### config.mk
export PLATFORM = sky130hd
export DESIGN_NAME = ifft_core
export DESIGN_NICKNAME = d
export VERILOG_FILES = /design/src/rtl/fft_pkg.sv /design/src/rtl/fft_butterfly.sv /design/src/rtl/ifft_core.sv
export SDC_FILE = /design/constraint.sdc
export NUM_CORES = 1
export LEC_CHECK = 0
export CAP_MARGIN = 25
export CORE_MARGIN = 1.5
export CORE_UTILIZATION = 44
export DETAILED_ROUTE_END_ITERATION = 16
export PLACE_DENSITY = 0.56
export REMOVE_ABC_BUFFERS = 1
export SETUP_SLACK_MARGIN = 0.2
export SYNTH_ARGS = -nofsm -noshare
export SYNTH_HDL_FRONTEND = slang
export SYNTH_SLANG_ARGS = --single-unit
export TNS_END_PERCENT = 100
### constraint.sdc
create_clock -name clk -period 17.7 [get_ports clk]
set_input_delay 5.31 -clock clk [delete_from_list [all_inputs] [get_ports clk]]
set_output_delay 5.31 -clock clk [all_outputs]
set_load 0.1 [all_outputs]
### src/rtl/fft_pkg.sv
// Shared FFT/IFFT definitions: FSM states, bit-reverse addressing and the
// elaboration-time twiddle generator.
package fft_pkg;

  typedef enum logic [1:0] {LOAD, COMPUTE, UNLOAD} state_t;

  localparam real PI = 3.14159265358979323846;

  function automatic int unsigned bit_rev(input int unsigned v, input int unsigned bits);
    int unsigned r;
    r = 0;
    for (int unsigned i = 0; i < bits; i++) r[i] = v[bits-1-i];
    return r;
  endfunction

  // Twiddle exp(+j*2*pi*m/ns) in nb-bit signed with nb-2 fraction bits, rounded to nearest.
  function automatic int tw_re(input int m, input int ns, input int nb);
    return int'($cos(2.0 * PI * m / ns) * (2.0 ** (nb - 2)));
  endfunction

  function automatic int tw_im(input int m, input int ns, input int nb);
    return int'($sin(2.0 * PI * m / ns) * (2.0 ** (nb - 2)));
  endfunction

endpackage

### src/rtl/fft_butterfly.sv
// Radix-2 DIT butterfly with per-stage 1/2 scaling: a'=(a+w*b)>>>1, b'=(a-w*b)>>>1.
module fft_butterfly #(
  parameter int NB = 10
) (
  input  logic [NB-1:0] a_re,
  input  logic [NB-1:0] a_im,
  input  logic [NB-1:0] b_re,
  input  logic [NB-1:0] b_im,
  input  logic [NB-1:0] w_re,
  input  logic [NB-1:0] w_im,
  output logic [NB-1:0] x_re,
  output logic [NB-1:0] x_im,
  output logic [NB-1:0] y_re,
  output logic [NB-1:0] y_im
);
  localparam int PW = 2 * NB;

  logic signed [PW-1:0] rr, ii, ri, ir;
  logic signed [PW:0]   p_re, p_im;
  logic signed [NB+1:0] t_re, t_im;
  logic signed [NB+2:0] s_re, s_im, d_re, d_im;

  always_comb begin
    rr   = $signed(b_re) * $signed(w_re);
    ii   = $signed(b_im) * $signed(w_im);
    ri   = $signed(b_re) * $signed(w_im);
    ir   = $signed(b_im) * $signed(w_re);
    p_re = (PW+1)'(rr) - (PW+1)'(ii);
    p_im = (PW+1)'(ri) + (PW+1)'(ir);
    // |w*b| <= sqrt(2)*2^(NB-1), so NB+2 bits hold t after dropping the twiddle fraction
    t_re = (NB+2)'(p_re >>> (NB - 2));
    t_im = (NB+2)'(p_im >>> (NB - 2));
    s_re = (NB+3)'($signed(a_re)) + (NB+3)'(t_re);
    s_im = (NB+3)'($signed(a_im)) + (NB+3)'(t_im);
    d_re = (NB+3)'($signed(a_re)) - (NB+3)'(t_re);
    d_im = (NB+3)'($signed(a_im)) - (NB+3)'(t_im);
    x_re = NB'(s_re >>> 1);
    x_im = NB'(s_im >>> 1);
    y_re = NB'(d_re >>> 1);
    y_im = NB'(d_im >>> 1);
  end
endmodule

### src/rtl/ifft_core.sv
// Streaming in-place radix-2 IFFT: load bins bit-reversed, one butterfly per
// cycle, then unload time samples in natural order with ready/valid backpressure.
module ifft_core
  import fft_pkg::*;
#(
  parameter int NB      = 10,
  parameter int LOG2_NS = 3,
  parameter int NS      = 1 << LOG2_NS
) (
  input  logic          clk,
  input  logic          rst_n,
  input  logic          in_valid,
  output logic          in_ready,
  input  logic [NB-1:0] in_re,
  input  logic [NB-1:0] in_im,
  output logic          out_valid,
  input  logic          out_ready,
  output logic [NB-1:0] out_re,
  output logic [NB-1:0] out_im,
  output logic          out_last,
  output logic          busy
);
  localparam int AW = LOG2_NS;

  if (NS != (1 << LOG2_NS) || LOG2_NS < 3 || LOG2_NS > 6) begin : g_bad_size
    $error("ifft_core: NS must equal 1<<LOG2_NS with LOG2_NS in 3..6");
  end

  state_t         state, state_nx;
  logic [AW-1:0]  cnt;
  logic [2:0]     stage;
  logic [AW-2:0]  bfly;
  logic           last_bfly;

  logic [NB-1:0]  mem_re [NS];
  logic [NB-1:0]  mem_im [NS];
  logic [NB-1:0]  tw_re_t [NS/2];
  logic [NB-1:0]  tw_im_t [NS/2];

  logic [AW-1:0]  wr_addr, half, pos_mask, pos, top, bot;
  logic [AW-2:0]  tw_idx;
  logic [NB-1:0]  x_re, x_im, y_re, y_im;

  for (genvar m = 0; m < NS/2; m++) begin : g_tw
    localparam int TR = tw_re(m, NS, NB);
    localparam int TI = tw_im(m, NS, NB);
    assign tw_re_t[m] = NB'(TR);
    assign tw_im_t[m] = NB'(TI);
  end

  // Butterfly j of stage s pairs top=group*2^(s+1)+pos with bot=top+2^s, twiddle pos*NS/2^(s+1).
  always_comb begin
    wr_addr   = AW'(bit_rev(32'(cnt), 32'(LOG2_NS)));
    half      = AW'(1) << stage;
    pos_mask  = half - 1'b1;
    pos       = AW'(bfly) & pos_mask;
    top       = ((AW'(bfly) & ~pos_mask) << 1) | pos;
    bot       = top | half;
    tw_idx    = (AW-1)'(pos << (3'(LOG2_NS - 1) - stage));
    last_bfly = (&bfly) && (stage == 3'(LOG2_NS - 1));
  end

  fft_butterfly #(.NB(NB)) u_bfly (
    .a_re(mem_re[top]), .a_im(mem_im[top]),
    .b_re(mem_re[bot]), .b_im(mem_im[bot]),
    .w_re(tw_re_t[tw_idx]), .w_im(tw_im_t[tw_idx]),
    .x_re(x_re), .x_im(x_im), .y_re(y_re), .y_im(y_im)
  );

  always_comb begin
    state_nx = state;
    case (state)
      LOAD:    if (in_valid && cnt == AW'(NS - 1)) state_nx = COMPUTE;
      COMPUTE: if (last_bfly) state_nx = UNLOAD;
      UNLOAD:  if (out_ready && cnt == AW'(NS - 1)) state_nx = LOAD;
      default: state_nx = LOAD;
    endcase
  end

  always_ff @(posedge clk) begin
    if (!rst_n) begin
      state <= LOAD;
      cnt   <= '0;
      stage <= '0;
      bfly  <= '0;
    end else begin
      state <= state_nx;
      case (state)
        LOAD:    if (in_valid) cnt <= cnt + 1'b1;
        COMPUTE: begin
          bfly <= bfly + 1'b1;
          if (&bfly) stage <= last_bfly ? 3'd0 : stage + 3'd1;
        end
        UNLOAD:  if (out_ready) cnt <= cnt + 1'b1;
        default: ;
      endcase
    end
  end

  // Sample memory is not reset; an aborted frame is simply overwritten by the next load.
  always_ff @(posedge clk) begin
    if (state == LOAD && in_valid) begin
      mem_re[wr_addr] <= in_re;
      mem_im[wr_addr] <= in_im;
    end else if (state == COMPUTE) begin
      mem_re[top] <= x_re;
      mem_im[top] <= x_im;
      mem_re[bot] <= y_re;
      mem_im[bot] <= y_im;
    end
  end

  always_comb begin
    in_ready  = (state == LOAD);
    out_valid = (state == UNLOAD);
    busy      = (state != LOAD);
    out_last  = out_valid && (cnt == AW'(NS - 1));
    out_re    = out_valid ? mem_re[cnt] : '0;
    out_im    = out_valid ? mem_im[cnt] : '0;
  end
endmodule

Word level (Yosys, flattened, before mapping)
Memories as Yosys holds them, arrays and structs flattened. A register that Yosys moved wholly into a read port is not among the register bits.
Index checks and enable logic that the tools add are counted.
{ "op_classes": {"n_shift": 2, "order_cmp": 1, "n_mul": 4, "addsub": 11, "eq_ne": 9, "reduce_logical": 14, "div_mod_pow": 0, "n_mux": 31, "bitwise": 6} }
{ "op_table": {"columns": ["operator", "n"], "rows": [
  ["$mux W10", 8],
  ["$mul A10 B10 Y19", 4],
  ["$bmux W10 S2", 2],
  ["$mux W3", 9],
  ["$add A10 B11 Y11", 2],
  ["$sub A10 B11 Y11", 2],
  ["$reduce_or A10 Y1", 2],
  ["$add A19 B19 Y19", 1],
  ["$sub A19 B19 Y19", 1],
  ["$reduce_and A3 Y1", 3],
  ["$mux W1", 7],
  ["$add A3 B1 Y3 const B", 2],
  ["$mux W2", 3],
  ["$ne A2 B1 Y1 const B", 3],
  ["$or A3 B3 Y3", 2],
  ["$pmux W2 S3", 1],
  ["$pmux W3 S2", 1],
  ["$logic_and A1 B1 Y1", 5],
  ["$ne A2 B2 Y1 const B", 2],
  ["$reduce_bool A2 Y1", 2],
  ["$and A2 B3 Y3", 1],
  ["$eq A3 B2 Y1 const B", 1],
  ["$eq A3 B3 Y1 const B", 1],
  ["$ge A3 B3 Y1 const B", 1],
  ["12 further kinds", 12]
]} }
{ "totals": {"mem_count": 2, "rom_bits": 0, "ram_bits": 160, "latch_bits": 0, "inputBits": 24, "wordCells": 84, "register_bits": 10, "out_inout_bits": 24} }
{ "mem_list": {"columns": ["name", "words", "width", "rd", "rd_ports_with_merged_regs", "wr", "line_no", "text"], "rows": [
  ["mem_im", 8, 10, 3, 1, 2, "ifft_core.sv:36", "logic [NB-1:0] mem_im [NS];"],
  ["mem_re", 8, 10, 3, 1, 2, "ifft_core.sv:35", "logic [NB-1:0] mem_re [NS];"]
]} }

Depth between registers and ports, before layout
Gate-level depths: netlist (run 1).
{ "depth": {"ltp_word": 12, "ltp_mapped": 48, "ltp_nobuf": 44} }

By module
From an unflattened synthesis (run 1), not the netlist that was laid out.
{ "hier_totals": {"cells_unflattened": 3101, "hier_area_um2": 28608.7} }
{ "modules_own_cells": {"columns": ["mod", "area_each_um2", "cells_each", "instances", "seq_area_each_um2"], "rows": [
  ["fft_butterfly", 16888.7, 1868, 1, 0.0],
  ["ifft_core", 11720.0, 1233, 1, 5064.9]
]} }

Least setup slack after synthesis (run 1)
No wires, ideal clock.
{ "synth_path": {"path_type": "reg-to-reg", "start": "reg stage[0]", "end": "mem mem_re[4][8] (data pin)", "path_buffers": 6, "required_time_ns": 17.550, "arrival_ns": 10.455, "path_stages_with_launch": 44, "setup_ns": 0.150, "synth_period_minus_slack_ns": 10.605, "path_slack_ns": 7.095, "path_cell_list": "dfxtp_1 -> inv_1 -> ha_1 -> buf_6 -> nor2b_1 -> clkbuf_1 -> nor2_1 -> clkbuf_1 -> clkbuf_1 -> buf_1 -> o211ai_1 -> a21oi_1 -> nand2_1 -> fa_1 -> inv_1 -> ha_1 -> inv_1 -> fa_1 -> [... 8 more ...] -> a21o_1 -> a21oi_1 -> o21ai_0 -> a21oi_1 -> o21ai_0 -> and2_1 -> o21ai_0 -> nand2b_1 -> xor2_1 -> ha_1 -> inv_1 -> a221o_1 -> a221o_1 -> or4_1 -> and4_1 -> buf_6 -> or4_4 -> o211ai_2"} }
{ "synth_rtl": {"columns": ["element", "line_no", "text"], "rows": [
  ["start, declared", "ifft_core.sv:31", "logic [2:0] stage;"],
  ["start signal, assigned", "ifft_core.sv:92", "if (&bfly) stage <= last_bfly ? 3'd0 : stage + 3'd1;"],
  ["end, declared", "ifft_core.sv:35", null]
]} }

==> results.md, run 1 <==
* Run status: finished clean
* Final Hold Fails at 0
* Fmax at 0.0797 GHz
* Top FF cell, synth: edfxtp_1
* Synthesis Warnings at 0
* Slowest stage cell, crit path: a21oi_1
* Gr ovfl total at 0
* Cts hold-fix bufs at 0
* Gr usage total at 0.297
* Nets at 3184
* First-pass GRT wire length at approximately 130000 µm
* Total CTS buffers at 17
* Post-Route Setup TNS at 0 ps
* CTS tree: built
* Largest net degree at the start of global routing at 53
* Worst min path class: reg2reg
* Max-slew headroom at 0.251
* Design Area, Final at about 0.027 mm²
* Detail Route Antenna Nets at 0
* Core area at around 0.055 mm²
* Die H at 239 µm
* Worst setup EP type: register
* Vias in the first global route at 20669
* CP arrival at 12840 ps
* Die width at 239 µm
* Clock Pin Slew Worst Setup and Hold Paths at 60 ps
* Period utilization at 0.709
* ANT cells at 0
* Asr flop ratio synth at 0
* Crit Path Class: reg2reg
* CP peak stage delay at 760 ps
* Port bufs at 47
* Post-CTS Setup Inserts at 0
* Register Area at 0.00507 mm²
* Nature of the critical path startpoint: register
* DP HPWL at 61800 µm
* Via count at between 15000 and 20000
* Number of flops mapped to enable cells by yosys at 160
* Max Slew Vio Count at 0
* Clk root buf: clkbuf_16
* Share of layout cells above drive strength 1 at 0.0704
* GPL Wtd Cong at 0.893
* Post-DP Area at 0.0261 mm²
* Synth cell types at 79
* # fillers at 5274
* DR WL/cell at 24.0 µm
* Die area at around 0.057 mm²
* TritonCTS Sinks at 173
* Syn avg cell area at around 9.3 µm²
* Initial antenna violation count at 0
* Initial DRC count at between 1500 and 2000
* Cell Pwr Density at 39.6 mW/mm²
* CTS Buffer Depth at 2
* Critical path fanouts, max at 22
* Drt via density at 5.81
* Total of max-cap violations at 0
* Mapped cell area at ~0.025 mm²
* Layout Area Growth over Synthesis at 8.58%
* Seq cells post-synth at about 170
* Register area share after synthesis at 0.206
* Multi-input logic area at 0.0175 mm²
* Most common cell on crit path: inv_1
* Worst Skew at 11.0 ps
* Maximum VDD drop at roughly 0.076 mV
* Slew @ Worst Pin at 1120 ps
* Gate Count Post-Synth at 2634
* Leakage at about 12 nW
* WP data required at 18000 ps
* WL final at 81800 µm
* Initial core utilization at 0.446
* Fin crit period at 12540 ps
* Setup violators final at 0
* CTS H-tree lvls at 4
* Drt first pass iters at 5
* Cts repair resizes at 0
* Row count at 86
* Post-route DRC at 0
* RSZ-0062 raised after global routing: no
* Worst-Skew Late Latency at 460 ps
* Io pins at 48
where the power goes:
group          leakage [nW]  internal (mW)  switching, mW  total, mW
Sequential             1.56          0.459        0.00745      0.466
Combinational          10.4         0.0848          0.142      0.227
Clock                 0.272          0.193          0.170      0.363
Total                  12.3          0.736          0.320       1.06
cell type report:
| class | count | area share |
|---|---|---|
| multi-input combinational | 1895 | 0.656 |
| sequential | 173 | 0.190 |
| inverter | 447 | 0.0629 |
| timing repair buffer | 108 | 0.0356 |
| tap | 748 | 0.0351 |
| clock buffer | 17 | 0.0160 |
| clock inverter | 15 | 0.00460 |
kinds of logic (layout without fill, tap and decap cells):
group	count (synthesis)	in the layout	synth area share
XOR/XNOR	83	83	0.0309
buffers and inverters	566	587	0.0880
AND/OR/NAND/NOR	722	722	0.133
multiplexers	104	104	0.0634
flip-flops	173	173	0.206
AO/OA/AOI/OAI	467	467	0.124
adder cells (fa/ha/maj)	519	519	0.355
path summary, 6_finish.rpt:
kind,slack [ps],to,cells past startpoint,startpoint
setup / recovery,5160,mem_re[4][8],40,stage[0]
hold / removal,530,stage[1],2,stage[1]
setup reg to reg,5160,mem_re[4][8],40,stage[0]
hold reg to reg,530,stage[1],2,stage[1]
sequential cells by signal (all words and copies together), names as in the netlist, named ones only:
signal and count:
mem_im 80, mem_re 80, cnt 3, stage 3, bfly 2, state 2
cell usage after synthesis, drive strengths merged, types with 6 or more instances:
cell,n,area share
edfxtp,160,0.20
nand4,6,0.0015
a31oi,13,0.0033
nand2,222,0.034
o221ai,26,0.0093
inv,446,0.068
nor3,26,0.0053
and3,17,0.0043
o31ai,11,0.0034
clkbuf,90,0.014
o21bai,15,0.0046
and2,47,0.012
dfxtp,13,0.011
mux2i,61,0.025
or2,11,0.0028
a22oi,12,0.0037
ha,222,0.11
o21a,9,0.0028
nand3,77,0.016
a221oi,17,0.0063
nor2b,25,0.0064
o21ai,77,0.016
nand2b,31,0.0079
a311oi,6,0.0021
o22ai,16,0.0041
nor2,238,0.036
a21oi,174,0.035
a21o,12,0.0037
fa,296,0.24
or3,6,0.0015
buf,29,0.0059
o22a,12,0.0043
o211ai,17,0.0054
xnor2,59,0.022
mux4,41,0.038
xor2,23,0.0082
cell usage in the layout (no fill, tap or decap), types with 6 or more instances in the layout:
master	synthesis	routed
buf_4	1	52
edfxtp_1	160	160
or2_2	11	11
a311oi_1	6	6
o221ai_1	26	26
o21bai_1	15	15
and3_1	17	17
o211ai_1	16	16
clkdlybuf4s50_1	0	47
a31oi_1	13	13
or3_1	6	6
inv_1	446	446
and2_1	47	47
xor2_1	23	23
mux2i_1	61	61
o31ai_1	11	10
xnor2_1	58	58
nand2_1	222	221
mux4_2	41	41
nor3_1	26	20
nor3_4	0	6
dfxtp_1	13	11
nand2b_1	31	30
nand4_1	6	6
clkbuf_16	0	17
o22ai_1	16	16
a22oi_1	12	11
a21oi_1	174	174
o21ai_0	72	65
nand3_1	77	77
nor2_1	238	232
a21o_1	12	12
a221oi_1	16	16
fa_1	296	296
ha_1	222	222
o22a_1	12	12
o21a_1	9	9
nor2b_1	25	24
critical path: cells and delay by family (launching register included):
family	cells	cell delay (ps)
AND/OR/NAND/NOR	11	2890
flip-flops	1	360
adder cells (fa/ha/maj)	10	4420
AO/OA/AOI/OAI	9	3030
XOR/XNOR	1	310
buffers and inverters	9	1340
layer usage:
metal,GRT usage,vias to the layer above,share of wire,wire (µm)
met1,0.383,9862,0.40,32800
met4,0.123,0,0.044,3630
li1,-,8865,-,-
met5,0,-,0,0
met3,0.0296,200,0.065,5330
met2,0.508,853,0.49,40000
metrics by stage:
stage / util / setup slack, ps / hold WS [ps] / power [mW] / instances
2_1_floorplan: - / 6260 / 474 / 0.625 / 2515
6_report: 0.484 / 5160 / 529 / 1.06 / 3403
3_5_place_dp: 0.473 / 5420 / 518 / 0.698 / 3365
4_1_cts: 0.483 / 5380 / 527 / 1.05 / 3397
5_1_grt: 0.484 / 4430 / 553 / 1.09 / 3403
3_3_place_gp: 0.472 / 5740 / 491 / 0.693 / 3362
Power figures use the tool's default switching activity.
==> inputs of run 2 (changes only) <==
clock period = 12.7 ns   (was 17.7 ns; I/O delays follow)
==> run 2 against run 1 <==
Compared with the run above:
- worst hold slack lost 16 ps
- maximum frequency up 6.3%
- die area did not move
- utilization rose by 0.32 points
- via count is 0.14% lower
- combinational power rose by 40%
- total power rose by 45%
- design area increased by 0.67%
- worst setup slack got worse by 4300 ps
- clock power increased by 55%
- critical path depth increased by 1
- critical endpoint is now mem_im[6][9]
==> results.md, run 2 (synthesized netlist as in run 1, its figures left out) <==
* Io pins at 48 (unchanged)
* CTS tree: built
* Post-Route Setup TNS at 0 ps (unchanged)
* Drt via density at 5.79 (-0.43%)
* Final WS setup at 906 ps (-4250 ps)
* Initial DRC count at 1862 (+2.8%)
* Row count at 86 (unchanged)
* Share of layout cells above drive strength 1 at 0.0747 (+0.00424)
* Detail Route Antenna Nets at 0 (unchanged)
* Metal2 WL at 40000 µm (-0.12%)
* Via count at 19752 (-0.14%)
* DR top layer: met4
* Layout Cells excl Fill at 3413 (+0.29%)
* Layout Area Growth over Synthesis at 9.31%
* Met1 wire length at 32200 µm (-1.7%)
* CP arrival at 11950 ps (-890 ps)
* Initial core utilization at 0.446 (unchanged)
* Clock Pin Slew Worst Setup and Hold Paths at 70 ps (about the same)
* WL final at 80700 µm (-1.4%)
* Maximum VDD drop at 0.102 mV (+34%)
* Nets at 3194 (+0.31%)
* Worst-Skew Late Latency at 460 ps (about the same)
* Fin crit period at 11790 ps (-748 ps)
* Final Hold Fails at 0 (unchanged)
* Total CTS buffers at 17 (unchanged)
* Max Slew Vio Count at 0 (unchanged)
* Worst hold margin at 513 ps (-15.8 ps)
* Pre-CTS setup slack at 786 ps (-4630 ps)
* DR WL/cell at 23.6 µm (-1.6%)
* Die area at 0.0572 mm² (unchanged)
* Cell Pwr Density at 57.1 mW/mm² (+44%)
* Critical path fanouts, max at 16 (-27%)
* TritonCTS Sinks at 173 (unchanged)
* Gr usage total at 0.292 (-0.00408)
* Total of max-cap violations at 0 (unchanged)
* Worst Skew at 7.68 ps (-3.29 ps)
* Met3 wire len at 4940 µm (-7.2%)
* ANT cells at 0 (unchanged)
* CTS H-tree lvls at 4 (unchanged)
* CP peak stage delay at 660 ps (-100 ps)
* Gr ovfl total at 0 (unchanged)
* Die width at 239 µm (unchanged)
* Die H at 239 µm (unchanged)
* CTS Buffer Depth at 2 (unchanged)
* Total power at 1.53 mW (+45%)
* Clk root buf: clkbuf_16
* Max-slew headroom at 0.232 (-0.0188)
* WP data required at 12850 ps (-5150 ps)
* Post-CTS Setup Inserts at 0 (unchanged)
* Nature of the critical path startpoint: register
* GPL Wtd Cong at 0.918 (+2.8%)
* Initial antenna violation count at 0 (unchanged)
* Largest net degree at the start of global routing at 59 (+11%)
* Worst setup EP type: register
* Drt first pass iters at 6 (+1)
* Slew @ Worst Pin at 1140 ps (+20.4 ps)
* Cts repair resizes at 0 (unchanged)
* DP HPWL at 62200 µm (+0.65%)
* Vias in the first global route at 20584 (-0.41%)
* Setup violators final at 0 (unchanged)
* Top Registers: mem_im x80, mem_re x80
* Most common cell on crit path: fa_1
* Post-DP Area at 0.0262 mm² (+0.54%)
* Crit Path Class: reg2reg
* Slowest stage cell, crit path: a22oi_2
* Final Core Density at 0.487 (+0.00322)
* Period utilization at 0.929 (+0.220)
* RSZ-0062 raised after global routing: no
* Post-route DRC at 0 (unchanged)
* Run status: finished clean
* Port bufs at 47 (unchanged)
* Most frequent cells in the layout: inv_1 (446), fa_1 (296), nor2_1 (232), nand2_1 (221), ha_1 (221)
* Placed Cells incl. Taps at 3379 (+0.42%)
* Most common cell after layout, fill and taps aside: inv_1
* Fmax at 0.0848 GHz (+6.3%)
* Leakage at 12.3 nW (+0.60%)
* Worst min path class: reg2reg
* Design Area, Final at 0.0268 mm² (+0.67%)
* Core area at 0.0551 mm² (unchanged)
* Cts hold-fix bufs at 0 (unchanged)
* First-pass GRT wire length at 124000 µm (-1.5%)
run 2: cell types whose count changed in the layout (fill, tap and decap cells not counted), sizes merged:
cell      before  now
clkbuf        19   18
clkinvlp       1    5
bufinv         1    4
inv          448  447
clkinv        12    6
buf           59   70
run 2: final timing paths:
check	from	end	slack, ps	depth (start not counted)
setup / recovery	stage[0]	mem_im[6][9]	910	41
setup reg to reg	stage[0]	mem_im[6][9]	910	41
hold reg to reg	stage[1]	stage[1]	510	2
hold / removal	stage[1]	stage[1]	510	2
run 2: worst max-delay path: cells and delay by family (launching register included):
family	cells	cell delay (ps)
and+or+nand+nor	6	910
AOI/OAI and AO/OA	16	4440
adders and majority gates	10	4300
buffers and inverters	9	1450
DFF	1	360
run 2: area by class of cell:
type	instances	area, µm²
Clock buffer	17	425
Sequential cell	173	5070
Tap cell	748	936
Multi-Input combinational cell	1895	17500
Inverter	447	1680
Timing Repair Buffer	118	1050
Fill cell	5201	28200
Clock inverter	15	196
run 2: layer usage:
metal,vias up,GRT usage
li1,8883,-
met1,9861,0.370
met2,826,0.510
met3,182,0.0263
met4,0,0.126
met5,-,0
run 2: where the power goes:
group          leakage, nW  internal [mW]  switching (mW)
Sequential            1.56          0.639          0.0114
Combinational         10.5          0.120           0.198
Clock                0.287          0.328           0.236
Total                 12.3           1.09           0.445
